`config.mk`:
```
export PLATFORM = sky130hd
export DESIGN_NAME = uart_tx_fifo_ctrl
export DESIGN_NICKNAME = d
export VERILOG_FILES = /design/src/rtl/uart_pkg.sv /design/src/rtl/uart_tx_fifo.sv /design/src/rtl/uart_tx_fifo_ctrl.sv
export SDC_FILE = /design/constraint.sdc
export NUM_CORES = 1
export LEC_CHECK = 0
export BUFFER_PORTS_ARGS = -buffer_cell sky130_fd_sc_hd__buf_2
export CAP_MARGIN = 20
export CORE_MARGIN = 2
export CORE_UTILIZATION = 50
export CTS_CLUSTER_DIAMETER = 30
export DETAILED_ROUTE_END_ITERATION = 7
export PLACE_DENSITY = 0.71
export SYNTH_ARGS = -nofsm -noshare
export SYNTH_HDL_FRONTEND = slang
export SYNTH_SLANG_ARGS = --single-unit
```
`constraint.sdc`:
```
create_clock -name clk -period 2.8 [get_ports clk]
set_input_delay 0.56 -clock clk [delete_from_list [all_inputs] [get_ports clk]]
set_output_delay 0.56 -clock clk [all_outputs]
set_load 0.005 [all_outputs]
```
`src/rtl/uart_pkg.sv`:
```
// Shared UART definitions: transmit FSM states and frame constants.
// The PARITY state only exists when UART_TX_PARITY_EN is defined.
package uart_pkg;

    localparam int   UART_DATA_BITS = 8;
    localparam logic UART_IDLE      = 1'b1;

    typedef enum logic [2:0] {
        ST_IDLE,
        ST_START,
        ST_DATA,
`ifdef UART_TX_PARITY_EN
        ST_PARITY,
`endif
        ST_STOP
    } uart_tx_state_t;

endpackage

```
`src/rtl/uart_tx_fifo.sv`:
```
// Synchronous FIFO with an extra pointer bit so full and empty can be told apart.
// The head entry is always visible on pop_data.
module uart_tx_fifo #(
    parameter  int DEPTH = 4,
    parameter  int WIDTH = 8,
    localparam int AW    = $clog2(DEPTH)
) (
    input  logic             clk,
    input  logic             reset,
    input  logic             push,
    input  logic [WIDTH-1:0] push_data,
    input  logic             pop,
    output logic [WIDTH-1:0] pop_data,
    output logic             full,
    output logic             empty,
    output logic [AW:0]      level
);

    logic [WIDTH-1:0] mem [DEPTH];
    logic [AW:0]      wr_ptr_reg;
    logic [AW:0]      rd_ptr_reg;
    logic             push_fire;
    logic             pop_fire;

    assign full      = (wr_ptr_reg[AW] != rd_ptr_reg[AW]) &&
                       (wr_ptr_reg[AW-1:0] == rd_ptr_reg[AW-1:0]);
    assign empty     = (wr_ptr_reg == rd_ptr_reg);
    assign level     = wr_ptr_reg - rd_ptr_reg;
    assign push_fire = push && !full;
    assign pop_fire  = pop && !empty;
    assign pop_data  = mem[rd_ptr_reg[AW-1:0]];

    // Storage is left out of reset so it can map onto plain RAM.
    always_ff @(posedge clk) begin
        if (push_fire) begin
            mem[wr_ptr_reg[AW-1:0]] <= push_data;
        end
    end

    always_ff @(posedge clk or posedge reset) begin
        if (reset) begin
            wr_ptr_reg <= '0;
            rd_ptr_reg <= '0;
        end else begin
            if (push_fire) begin
                wr_ptr_reg <= wr_ptr_reg + 1'b1;
            end
            if (pop_fire) begin
                rd_ptr_reg <= rd_ptr_reg + 1'b1;
            end
        end
    end

endmodule

```
`src/rtl/uart_tx_fifo_ctrl.sv`:
```
// Buffered UART transmitter: byte FIFO feeding an LSB-first 8N1 / 8E1 serialiser.
// Define UART_TX_PARITY_EN to add the even-parity bit (8E1 frames).
module uart_tx_fifo_ctrl
    import uart_pkg::*;
#(
    parameter  int FIFO_DEPTH = 4,
    parameter  int DIV_WIDTH  = 16,
    localparam int LW         = $clog2(FIFO_DEPTH) + 1
) (
    input  logic                 clk,
    input  logic                 reset,
    input  logic [DIV_WIDTH-1:0] clk_div,
    input  logic                 in_valid,
    input  logic [7:0]           in_data,
    output logic                 in_ready,
    output logic                 uart_tx,
    output logic                 busy,
    output logic [LW-1:0]        fifo_level
);

    uart_tx_state_t              state_reg;
    logic [UART_DATA_BITS-1:0]   shift_reg;
    logic [2:0]                  bit_idx_reg;
    logic [DIV_WIDTH-1:0]        div_cnt_reg;
    logic [DIV_WIDTH-1:0]        div_lat_reg;
    logic                        tx_reg;
    logic                        busy_reg;
`ifdef UART_TX_PARITY_EN
    logic                        parity_reg;
`endif

    logic                        fifo_full;
    logic                        fifo_empty;
    logic [7:0]                  head_data;
    logic                        push;
    logic                        pop;
    logic                        bit_end;
    logic                        frame_slot;
    logic                        going_idle;
    logic                        line_value;

    uart_tx_fifo #(
        .DEPTH (FIFO_DEPTH),
        .WIDTH (8)
    ) u_fifo (
        .clk       (clk),
        .reset     (reset),
        .push      (push),
        .push_data (in_data),
        .pop       (pop),
        .pop_data  (head_data),
        .full      (fifo_full),
        .empty     (fifo_empty),
        .level     (fifo_level)
    );

    assign in_ready   = !fifo_full;
    assign push       = in_valid && in_ready;
    assign bit_end    = (div_cnt_reg == '0);
    // A new frame may only be launched from IDLE or on the final STOP cycle.
    assign frame_slot = (state_reg == ST_IDLE) || ((state_reg == ST_STOP) && bit_end);
    assign pop        = frame_slot && !fifo_empty;
    assign going_idle = frame_slot && fifo_empty;

    assign uart_tx    = tx_reg;
    assign busy       = busy_reg;

    always_comb begin
        line_value = UART_IDLE;
        case (state_reg)
            ST_START:  line_value = 1'b0;
            ST_DATA:   line_value = shift_reg[0];
`ifdef UART_TX_PARITY_EN
            ST_PARITY: line_value = parity_reg;
`endif
            default:   line_value = UART_IDLE;
        endcase
    end

    always_ff @(posedge clk or posedge reset) begin
        if (reset) begin
            state_reg   <= ST_IDLE;
            shift_reg   <= '0;
            bit_idx_reg <= '0;
            div_cnt_reg <= '0;
            div_lat_reg <= '0;
            tx_reg      <= UART_IDLE;
            busy_reg    <= 1'b0;
`ifdef UART_TX_PARITY_EN
            parity_reg  <= 1'b0;
`endif
        end else begin
            tx_reg   <= line_value;
            busy_reg <= push || !going_idle;

            if (pop) begin
                // Divisor is captured once per frame so mid-frame changes are ignored.
                state_reg   <= ST_START;
                shift_reg   <= head_data;
                div_lat_reg <= clk_div;
                div_cnt_reg <= clk_div;
                bit_idx_reg <= '0;
`ifdef UART_TX_PARITY_EN
                parity_reg  <= ^head_data;
`endif
            end else begin
                case (state_reg)
                    ST_IDLE: begin
                        div_cnt_reg <= '0;
                    end
                    ST_START: begin
                        if (bit_end) begin
                            state_reg   <= ST_DATA;
                            div_cnt_reg <= div_lat_reg;
                        end else begin
                            div_cnt_reg <= div_cnt_reg - 1'b1;
                        end
                    end
                    ST_DATA: begin
                        if (bit_end) begin
                            div_cnt_reg <= div_lat_reg;
                            shift_reg   <= {1'b0, shift_reg[UART_DATA_BITS-1:1]};
                            if (bit_idx_reg == 3'(UART_DATA_BITS - 1)) begin
                                bit_idx_reg <= '0;
`ifdef UART_TX_PARITY_EN
                                state_reg   <= ST_PARITY;
`else
                                state_reg   <= ST_STOP;
`endif
                            end else begin
                                bit_idx_reg <= bit_idx_reg + 1'b1;
                            end
                        end else begin
                            div_cnt_reg <= div_cnt_reg - 1'b1;
                        end
                    end
`ifdef UART_TX_PARITY_EN
                    ST_PARITY: begin
                        if (bit_end) begin
                            state_reg   <= ST_STOP;
                            div_cnt_reg <= div_lat_reg;
                        end else begin
                            div_cnt_reg <= div_cnt_reg - 1'b1;
                        end
                    end
`endif
                    ST_STOP: begin
                        if (bit_end) begin
                            state_reg <= ST_IDLE;
                        end else begin
                            div_cnt_reg <= div_cnt_reg - 1'b1;
                        end
                    end
                    default: begin
                        state_reg <= ST_IDLE;
                    end
                endcase
            end
        end
    end

endmodule
```
-- Word level (Yosys, flattened, before mapping)
Memory sizes are Yosys's and may differ from the RTL's.
Cells that the tools add are included.
- register bits: 54
- bits in latches: 0
- bits in writable memories: 32
- bits in read-only memories: 0
- input port bits: 27
- output and inout port bits: 6
- word-level logic and storage cells: 69
- memories kept: 1
- memory list (name ; words ; width ; read ports ; clocked after Yosys merged registers in ; write ports ; line ; text):
    u_fifo.mem ; 4 ; 8 ; 1 ; 0 ; 1 ; uart_tx_fifo.sv:19 ; logic [WIDTH-1:0] mem [DEPTH];
- add/sub/neg operators: 5
- multipliers: 0
- div/mod/pow operators: 0
- order comparisons: 0
- equality and inequality tests: 13
- shifts and indexed selects: 0
- multiplexer cells: 20
- bitwise logic cells: 0
- reduce and logical (&&, ||, !) cells: 21
- operators by type and width (kind ; count):
    16-bit 2-to-1 mux ; 3
    16-bit case mux with 3 select lines ; 1
    3-bit 2-to-1 mux ; 9
    8-bit 2-to-1 mux ; 3
    16-bit zero test ; 1
    16-bit by 1-bit subtractor with 16-bit output, second input constant ; 1
    3-bit by 2-bit inequality test with 1-bit output, second input constant ; 5
    3-bit case mux with 4 select lines ; 1
    3-bit by 1-bit adder with 3-bit output, second input constant ; 3
    1-bit logical AND ; 7
    3-bit by 2-bit == test with 1-bit output, second input constant ; 2
    5-bit AND reduction ; 1
    2-bit AND reduction ; 2
    2-bit nonzero test ; 2
    4-bit nonzero test ; 1
    3-bit by 1-bit == test with 1-bit output, second input constant ; 1
    3-bit == test ; 1
    3-bit == test, second input constant ; 1
    1-bit zero test ; 3
    3-bit zero test ; 1
    3-bit subtractor ; 1
    2-bit == test ; 1
    1-bit logical OR ; 2
    1-bit 2-to-1 mux ; 2
    4 further kinds ; 4

-- Depth between registers and ports, before layout
Gate-level depths: netlist of run 1.
- depth in word-level cells: 7
- depth in mapped cells: 8
- gate-level depth less buffers: 7

-- Modules after synthesis
From an unflattened synthesis of run 1, not the netlist that was laid out.
- cell total of the unflattened synthesis: 324
- area, all modules: 4180.3 um2
- by module, submodules not included (module ; times used ; cells an instance ; area an instance (um2) ; seq. area each (um2)):
    uart_tx_fifo_ctrl ; 1 ; 236 ; 2565.0 ; 1177.4
    uart_tx_fifo ; 1 ; 88 ; 1615.3 ; 1111.1

-- Worst setup path before layout of run 1
Ideal clock, no wire load.
- kind: register to register
- from: reg u_fifo.rd_ptr_reg[1]
- to: reg div_cnt_reg[11]
- library setup time: 0.126 ns
- arrival: 1.981 ns
- required time: 2.674 ns
- path slack: 0.693 ns
- cell stages (with the launch flop): 9
- path buffers: 3
- clock period less this slack: 2.107 ns
- path through: dfrtp_1 > clkbuf_1 > inv_1 > ha_1 > nand3_1 > and2_1 > buf_6 > buf_6 > a221o_1
- word-level cells in the longest chain between the ends: 5
- elaborated cells on any way between the ends: 7
- those cells by class: 2 x eq/ne; 1 x mux; 4 x reduce/logical
- ends and longest elaborated chain (item ; line ; text):
    from (decl) ; uart_tx_fifo.sv:21 ; logic [AW:0] rd_ptr_reg;
    from (signal assigned) ; uart_tx_fifo.sv:49 ; rd_ptr_reg <= rd_ptr_reg + 1'b1;
    3-bit == test * ; uart_tx_fifo.sv:27 ; assign empty = (wr_ptr_reg == rd_ptr_reg);
    1-bit zero test * ; uart_tx_fifo_ctrl.sv:62 ; assign pop = frame_slot && !fifo_empty;
    1-bit logical AND * ; uart_tx_fifo_ctrl.sv:62 ;
    3-bit by 2-bit inequality test with 1-bit output (no source line) or 4-bit nonzero test (tied branches) ; n/a ;
    2-bit AND reduction (no source line) ; n/a ;
    to (signal assigned) ; uart_tx_fifo_ctrl.sv:101 ; div_cnt_reg <= clk_div;
    to (signal assigned) ; uart_tx_fifo_ctrl.sv:114 ; div_cnt_reg <= div_lat_reg;
    to (signal assigned) ; uart_tx_fifo_ctrl.sv:116 ; div_cnt_reg <= div_cnt_reg - 1'b1;
    to (decl) ; uart_tx_fifo_ctrl.sv:24 ; logic [DIV_WIDTH-1:0] div_cnt_reg;
Every way passes the cells marked *; elsewhere a longest branch is shown, timed or not.
A chain may end at the register's enable or synchronous reset.

-- Final worst setup path of run 1
- from: reg div_cnt_reg[6]
- to: reg div_lat_reg[12]
- word-level cells in the longest chain between the ends: 4
- ends and longest elaborated chain (item ; line ; text):
    16-bit zero test ; uart_tx_fifo_ctrl.sv:59 ; assign bit_end = (div_cnt_reg == '0);
    1-bit logical AND ; uart_tx_fifo_ctrl.sv:61 ; assign frame_slot = (state_reg == ST_IDLE) || ((state_reg == ST_STOP) && bit_end);
    1-bit logical OR ; uart_tx_fifo_ctrl.sv:61 ;
    1-bit logical AND ; uart_tx_fifo_ctrl.sv:62 ;
    to (signal assigned) ; uart_tx_fifo_ctrl.sv:100 ; div_lat_reg <= clk_div;
    to (decl) ; uart_tx_fifo_ctrl.sv:25 ; logic [DIV_WIDTH-1:0] div_lat_reg;
Every way passes these cells.

==> results of run 1 <==
-- worst max path at each step --
| stage | start | to |
|---|---|---|
| 2_1_floorplan | u_fifo.rd_ptr_reg[1] | div_cnt_reg[11] |
| 3_3_place_gp | div_cnt_reg[11] | div_lat_reg[12] |
| 3_5_place_dp | div_cnt_reg[6] | div_lat_reg[7] |
| 4_1_cts | div_cnt_reg[11] | div_lat_reg[12] |
| 5_1_grt | div_cnt_reg[6] | div_lat_reg[11] |
| 6_report | div_cnt_reg[6] | div_lat_reg[12] |
-- critical path: cells and delay by family, from the launching register on --
kind                   cells  cell delay, ns
muxes                      1            0.39
DFF                        1            0.44
buffers and inverters      1            0.34
and+or+nand+nor            3            0.91
AOI/OAI and AO/OA          1            0.17
-- kinds of logic after synthesis --
family          after synthesis  share of synthesized area
simple gates                 87                      0.118
xor+xnor                     16                     0.0344
buf+inv                      27                     0.0350
flops                        85                      0.561
compound gates               46                     0.0880
mux                          34                      0.113
fa+ha+maj                    16                     0.0509
-- where the power goes --
part | internal (mW) | switching (mW)
logic | 1.11 | 1.31
clock network | 0.352 | 0.504
registers | 1.77 | 0.292
total | 3.24 | 2.10
-- synth_stat cells (all sizes together), types with 2 or more instances --
| master | number |
|---|---|
| a211o | 2 |
| a211oi | 2 |
| a21oi | 5 |
| a221o | 14 |
| a31o | 2 |
| a32o | 2 |
| and2 | 3 |
| and3 | 9 |
| buf | 9 |
| clkbuf | 5 |
| dfrtp | 52 |
| edfxtp | 32 |
| ha | 15 |
| inv | 13 |
| mux2 | 16 |
| mux2i | 10 |
| mux4 | 8 |
| nand2 | 9 |
| nand2b | 2 |
| nand3 | 12 |
| nand3b | 2 |
| nand4 | 4 |
| nand4b | 2 |
| nor2 | 25 |
| nor3 | 5 |
| nor4 | 5 |
| o21ai | 13 |
| or2 | 2 |
| or3 | 4 |
| xnor2 | 6 |
| xor2 | 10 |
-- final cells by class --
| type | count | area (um^2) |
|---|---|---|
| Clock buffer | 9 | 124 |
| Clock inverter | 7 | 68.8 |
| Fill cell | 620 | 3260 |
| Inverter | 13 | 48.8 |
| Multi-Input combinational cell | 199 | 1650 |
| Sequential cell | 85 | 2290 |
| Tap cell | 102 | 128 |
| Timing Repair Buffer | 42 | 235 |
-- through the flow --
step	setup WS, ns	cell area [um^2]
2_1_floorplan	0.693	4080
3_3_place_gp	0.483	4350
3_5_place_dp	0.462	4350
4_1_cts	0.440	4550
5_1_grt	0.245	4550
6_report	0.434	4550
-- routing by layer --
metal | vias up | track usage
met2 | 54 | 0.288
met3 | 11 | 0.0522
li1 | 1242 | -
met1 | 1302 | 0.260
met4 | 0 | 0.0604
met5 | - | 0
==> impl_metrics.sql, run 1 <==
INSERT INTO impl_metrics (metric_group, metric, value, unit) VALUES
('setup_path', 'end_kind', 'register', ''),
('logic_synthesis', 'synth_cell_type_count', '51', ''),
('logic_synthesis', 'synth_seq_area_share', '0.561', ''),
('timing', 'layout_worst_path_cycle_share', '0.845', ''),
('clocking', 'postCtsSetupBuffers', '0', ''),
('setup_path', 'cp.arrival', '2.61', 'ns'),
('drt', 'avgViaCountPerCell', '5.71', ''),
('drt', 'num_vias', '2609', ''),
('global_route', 'antenna_found_initial', '0', ''),
('min_path', 'timing.hold.worst.class', 'in -> async', ''),
('timing', 'timing_worst_slew_pin_value', '0.641', 'ns'),
('timing', 'timing.fmax', '423', 'MHz'),
('clocking', 'clk-insertion-delay-late', '0.36', 'ns'),
('global_route', 'total_global_routing_overflow', '0', ''),
('pwr', 'max-vdd-ir-drop', '0.000559', 'V'),
('cells_and_area', 'most-common-layout-cells', 'sky130_fd_sc_hd__dfrtp_1, sky130_fd_sc_hd__buf_2, sky130_fd_sc_hd__edfxtp_1, sky130_fd_sc_hd__nor2_1, sky130_fd_sc_hd__ha_1', ''),
('pwr', 'power.static_leakage', '1.97', 'nW'),
('logic_synthesis', 'postSynthRegisterBits', '85', ''),
('setup_path', 'r2r_setup_slack', '0.43', 'ns'),
('cells_and_area', 'area.growth.synth_to_final', '11.5', '%'),
('outcome', 'run_status', 'finished, final reports clean', ''),
('timing', 'unrepaired_setup_endpoints_after_global_routing', 'false', ''),
('logic_synthesis', 'yosys.area.top_type', 'sky130_fd_sc_hd__dfrtp_1', ''),
('setup_path', 'timing.critical_path.from_type', 'register', ''),
('logic_synthesis', 'synth-warning-count', '0', ''),
('clocking', 'clock-root-buffer', 'sky130_fd_sc_hd__clkbuf_8', ''),
('setup_path', 'ordered_cell_list_for_the_critical_path', 'nor4_2 > and2_1 > a31o_2 > and2_1 > buf_4 > mux2_2', ''),
('clocking', 'cts_resized', '0', ''),
('floorplan', 'initial_utilization', '0.522', ''),
('place', 'port_buffers', '32', ''),
('setup_path', 'crit_type', 'reg -> reg', ''),
('logic_synthesis', 'number_of_enable_flip_flop_cells_after_synthesis', '32', ''),
('drt', 'dr_wl_met2', '3.50', 'mm'),
('cells_and_area', 'nets', '393', ''),
('drt', 'met1_length', '3.52', 'mm'),
('timing', 'finalMaxSlewViolations', '0', ''),
('setup_path', 'crit-reg2reg-capture', 'div_lat_reg[12]', ''),
('floorplan', 'placement_rows', '32', ''),
('cells_and_area', 'antenna-diode-count', '0', ''),
('floorplan', 'floorplan.die_area', '8900', 'um^2'),
('clocking', 'cts_hold_buf', '0', ''),
('clocking', 'tritoncts', 'yes', ''),
('clocking', 'cts.sinks', '85', ''),
('floorplan', 'core', '7810', 'um^2'),
('place', 'hpwlAfterDp', '5.27', 'mm'),
('logic_synthesis', 'dominantRegCellSynth', 'sky130_fd_sc_hd__dfrtp_1', ''),
('global_route', 'first_pass_grt_wire_length', '12.8', 'mm'),
('logic_synthesis', 'ys_async_sr_fraction', '0.624', ''),
('setup_path', 'crit_path_frequent_cell', 'sky130_fd_sc_hd__and2_1', ''),
('cells_and_area', 'post_route_core_utilization', '0.582', ''),
('drt', 'drcViolationCount', '0', ''),
('pwr', 'fin_total_pwr', '5.34', 'mW'),
('setup_path', 'crit_path_top_delay_cell', 'sky130_fd_sc_hd__nor4_2', ''),
('logic_synthesis', 'synth.net_count', '354', ''),
('floorplan', 'floorplan.die.width', '94.3', 'um'),
('setup_path', 'cp_slowest_stage_delay', '0.54', 'ns'),
('timing', 'fin_hold_ws', '0.360', 'ns'),
('clocking', 'clkSlewWorstSetupHoldPaths', '0.09', 'ns'),
('logic_synthesis', 'synth_area', '4080', 'um^2'),
('logic_synthesis', 'synthTopCellsByArea', 'sky130_fd_sc_hd__dfrtp_1, sky130_fd_sc_hd__edfxtp_1, sky130_fd_sc_hd__ha_1, sky130_fd_sc_hd__mux4_2, sky130_fd_sc_hd__a221o_1', ''),
('drt', 'topRoutingLayerUsed', 'met4', ''),
('logic_synthesis', 'synth.avg_cell_area', '13.1', 'um^2'),
('cells_and_area', 'final_common_cell', 'sky130_fd_sc_hd__dfrtp_1', ''),
('global_route', 'grt_start_max_net_pins', '54', ''),
('place', 'post-place-cells', '441', ''),
('timing', 'worst_slew_margin_rel', '0.573', ''),
('drt', 'firstDrtPassIters', '4', ''),
('timing', 'fin_setup_tns', '0', 'ns'),
('logic_synthesis', 'synth_largest_type_area_fraction', '0.319', ''),
('setup_path', 'worst-endpoint-required', '3.05', 'ns'),
('place', 'globalplace.congestion', '0.860', '');
Note: power is estimated with default switching activity, not from simulation.
==> inputs of run 2 (changes only) <==
clock period = 2.33 ns   (was 2.8 ns; I/O delays follow)
==> run 2 against run 1 <==
Flip-flop and latch count did not move. Register-to-register slack got worse by 0.30 ns. Sequential share of layout area fell by 1.1 points. Total power rose by 23%. Combinational power rose by 26%. Critical path depth fell by 1. Largest cell class unchanged. Design area rose by 2.1%. Worst setup slack got worse by 0.38 ns. Clock power rose by 21%.
==> impl_metrics.sql, run 2 (synthesized netlist as in run 1, its figures left out) <==
INSERT INTO impl_metrics (metric_group, metric, value, unit) VALUES
('clocking', 'h_tree_lvl_count', '3', ''),
('pwr', 'cellPowerDensity', '1420', 'nW/um^2'),
('cells_and_area', 'nets', '400', ''),
('drt', 'num_vias', '2564', ''),
('cells_and_area', 'post_route_core_utilization', '0.595', ''),
('place', 'hpwlAfterDp', '5.20', 'mm'),
('cells_and_area', 'final_common_cell', 'sky130_fd_sc_hd__dfrtp_1', ''),
('drt', 'ant_nets', '0', ''),
('timing', 'layout_worst_path_cycle_share', '0.975', ''),
('setup_path', 'timing.critical_path.from_type', 'register', ''),
('setup_path', 'cp.arrival', '1.81', 'ns'),
('clocking', 'postCtsSetupBuffers', '0', ''),
('global_route', 'grt_util_all_layers', '0.183', ''),
('setup_path', 'crit_buf_inv', '2', ''),
('setup_path', 'crit_type', 'reg -> out', ''),
('place', 'globalplace.congestion', '0.842', ''),
('global_route', 'grt_pass1_vias', '2508', ''),
('clocking', 'tritoncts', 'yes', ''),
('drt', 'firstDrtPassIters', '4', ''),
('clocking', 'cts_hold_buf', '0', ''),
('timing', 'fin_setup_tns', '0', 'ns'),
('timing', 'timing.fmax', '440', 'MHz'),
('global_route', 'grt_start_max_net_pins', '54', ''),
('drt', 'avgViaCountPerCell', '5.53', ''),
('timing', 'timing_worst_slew_pin_value', '0.457', 'ns'),
('floorplan', 'floorplan.io_pins', '33', ''),
('setup_path', 'cp_slowest_stage_delay', '0.41', 'ns'),
('cells_and_area', 'largest_register_ff_count', '32', ''),
('place', 'port_buffers', '32', ''),
('clocking', 'cts.sinks', '85', ''),
('drt', 'drcViolationCount', '0', ''),
('clocking', 'clkSlewWorstSetupHoldPaths', '0.10', 'ns'),
('timing', 'worst_slew_margin_rel', '0.695', ''),
('min_path', 'timing.hold.worst.class', 'in -> async', ''),
('clocking', 'cts.path.max_buffers', '2', ''),
('clocking', 'cts_made_buffers', '9', ''),
('setup_path', 'worst-endpoint-required', '1.86', 'ns'),
('pwr', 'fin_total_pwr', '6.58', 'mW'),
('clocking', 'cts_resized', '0', ''),
('drt', 'routedWlPerCell', '16.0', 'um'),
('timing', 'setup-violations-final', '0', ''),
('drt', 'routed_wirelength', '7.41', 'mm'),
('cells_and_area', 'final_layout_size_suffix_gt1_frac', '0.251', ''),
('timing', 'finalClockSkew', '0.00890', 'ns'),
('setup_path', 'critical_path_peak_fanout', '4', ''),
('floorplan', 'floorplan.die_area', '8900', 'um^2'),
('setup_path', 'critical-path-top-delay-family', 'adder cells', ''),
('outcome', 'run_status', 'finished, final reports clean', ''),
('drt', 'first_iter_violations', '118', ''),
('timing', 'period_needed', '2.27', 'ns'),
('floorplan', 'core', '7810', 'um^2'),
('timing', 'report.final.hold_viol_count', '0', ''),
('floorplan', 'placement_rows', '32', ''),
('floorplan', 'die_height', '94.3', 'um'),
('floorplan', 'initial_utilization', '0.522', ''),
('timing', 'finalMaxSlewViolations', '0', ''),
('clocking', 'clock-root-buffer', 'sky130_fd_sc_hd__clkbuf_8', ''),
('cells_and_area', 'antenna-diode-count', '0', ''),
('setup_path', 'ordered_cell_list_for_the_critical_path', 'inv_1 > ha_1 > fa_1 > xnor2_2 > buf_2', ''),
('cells_and_area', 'area.growth.synth_to_final', '13.9', '%'),
('floorplan', 'floorplan.die.width', '94.3', 'um'),
('clocking', 'clk-insertion-delay-late', '0.36', 'ns'),
('setup_path', 'crit_path_top_delay_cell', 'sky130_fd_sc_hd__fa_1', ''),
('setup_path', 'end_kind', 'primary output', ''),
('pwr', 'max-vdd-ir-drop', '0.000776', 'V'),
('pwr', 'power.static_leakage', '2.02', 'nW'),
('global_route', 'first_pass_grt_wire_length', '12.5', 'mm'),
('run', 'cap_violations', '0', ''),
('cells_and_area', 'most-common-layout-cells', 'sky130_fd_sc_hd__dfrtp_1, sky130_fd_sc_hd__buf_2, sky130_fd_sc_hd__edfxtp_1, sky130_fd_sc_hd__nor2_1', ''),
('global_route', 'total_global_routing_overflow', '0', ''),
('global_route', 'antenna_found_initial', '0', '');
run 2: changes by cell type in the layout (fill, tap and decap cells not counted):
cell / previous run / this run
sky130_fd_sc_hd__buf_12: 0 / 2
sky130_fd_sc_hd__clkinv_8: 0 / 2
sky130_fd_sc_hd__inv_8: 3 / 2
sky130_fd_sc_hd__buf_4: 10 / 15
sky130_fd_sc_hd__clkinv_4: 1 / 0
sky130_fd_sc_hd__xnor2_2: 0 / 1
sky130_fd_sc_hd__xnor2_1: 6 / 5
run 2: power by group:
part | internal, mW | switching, mW | leakage [nW] | total (mW)
Sequential | 2.13 | 0.345 | 0.940 | 2.47
Combinational | 1.46 | 1.60 | 0.979 | 3.06
Clock | 0.431 | 0.611 | 0.104 | 1.04
run 2: area by class of cell:
cell class | instances | area [um^2]
Inverter | 13 | 48.8
Fill cell | 638 | 3160
Clock inverter | 7 | 81.3
Timing Repair Buffer | 49 | 313
Multi-Input combinational cell | 199 | 1660
Tap cell | 102 | 128
Sequential cell | 85 | 2290
Clock buffer | 9 | 124
run 2: routing by layer:
layer  global-route usage  vias up  part of all wire
li1                     -     1255                 -
met1                0.256     1255              0.47
met2                0.287       46              0.48
met3               0.0433        8             0.034
met4               0.0568        0             0.013
met5                    0        -                 0
run 2: worst register-to-register path: cells and delay by family (launching register included):
family | cells | cell delay, ns
compound gates | 1 | 0.18
buf+inv | 1 | 0.23
flops | 1 | 0.42
mux | 1 | 0.37
simple gates | 3 | 0.88
run 2: path summary, 6_finish.rpt:
path	start	end	slack [ns]	depth (start not counted)
setup / recovery	u_fifo.wr_ptr_reg[0]	fifo_level[2]	0.06	5
hold / removal	reset	div_lat_reg[12]	0.12	3
setup reg to reg	div_cnt_reg[11]	div_lat_reg[1]	0.13	6
hold reg to reg	div_lat_reg[5]	div_lat_reg[5]	0.50	1
max in group asynchronous	reset	uart_tx	1.91	3
min in group clk	in_data[7]	u_fifo.mem[3][7]	0.30	1
run 2: per-stage QoR:
stage               cell area, um^2  hold slack (ns)  std cells  setup slack [ns]
floorplan                      4080            0.449        311             0.223
global placement               4430            0.471        448             0.183
detailed placement             4430            0.477        448             0.169
CTS                            4640            0.130        464            0.0605
global route                   4640            0.136        464           -0.0326
finish                         4640            0.125        464            0.0584
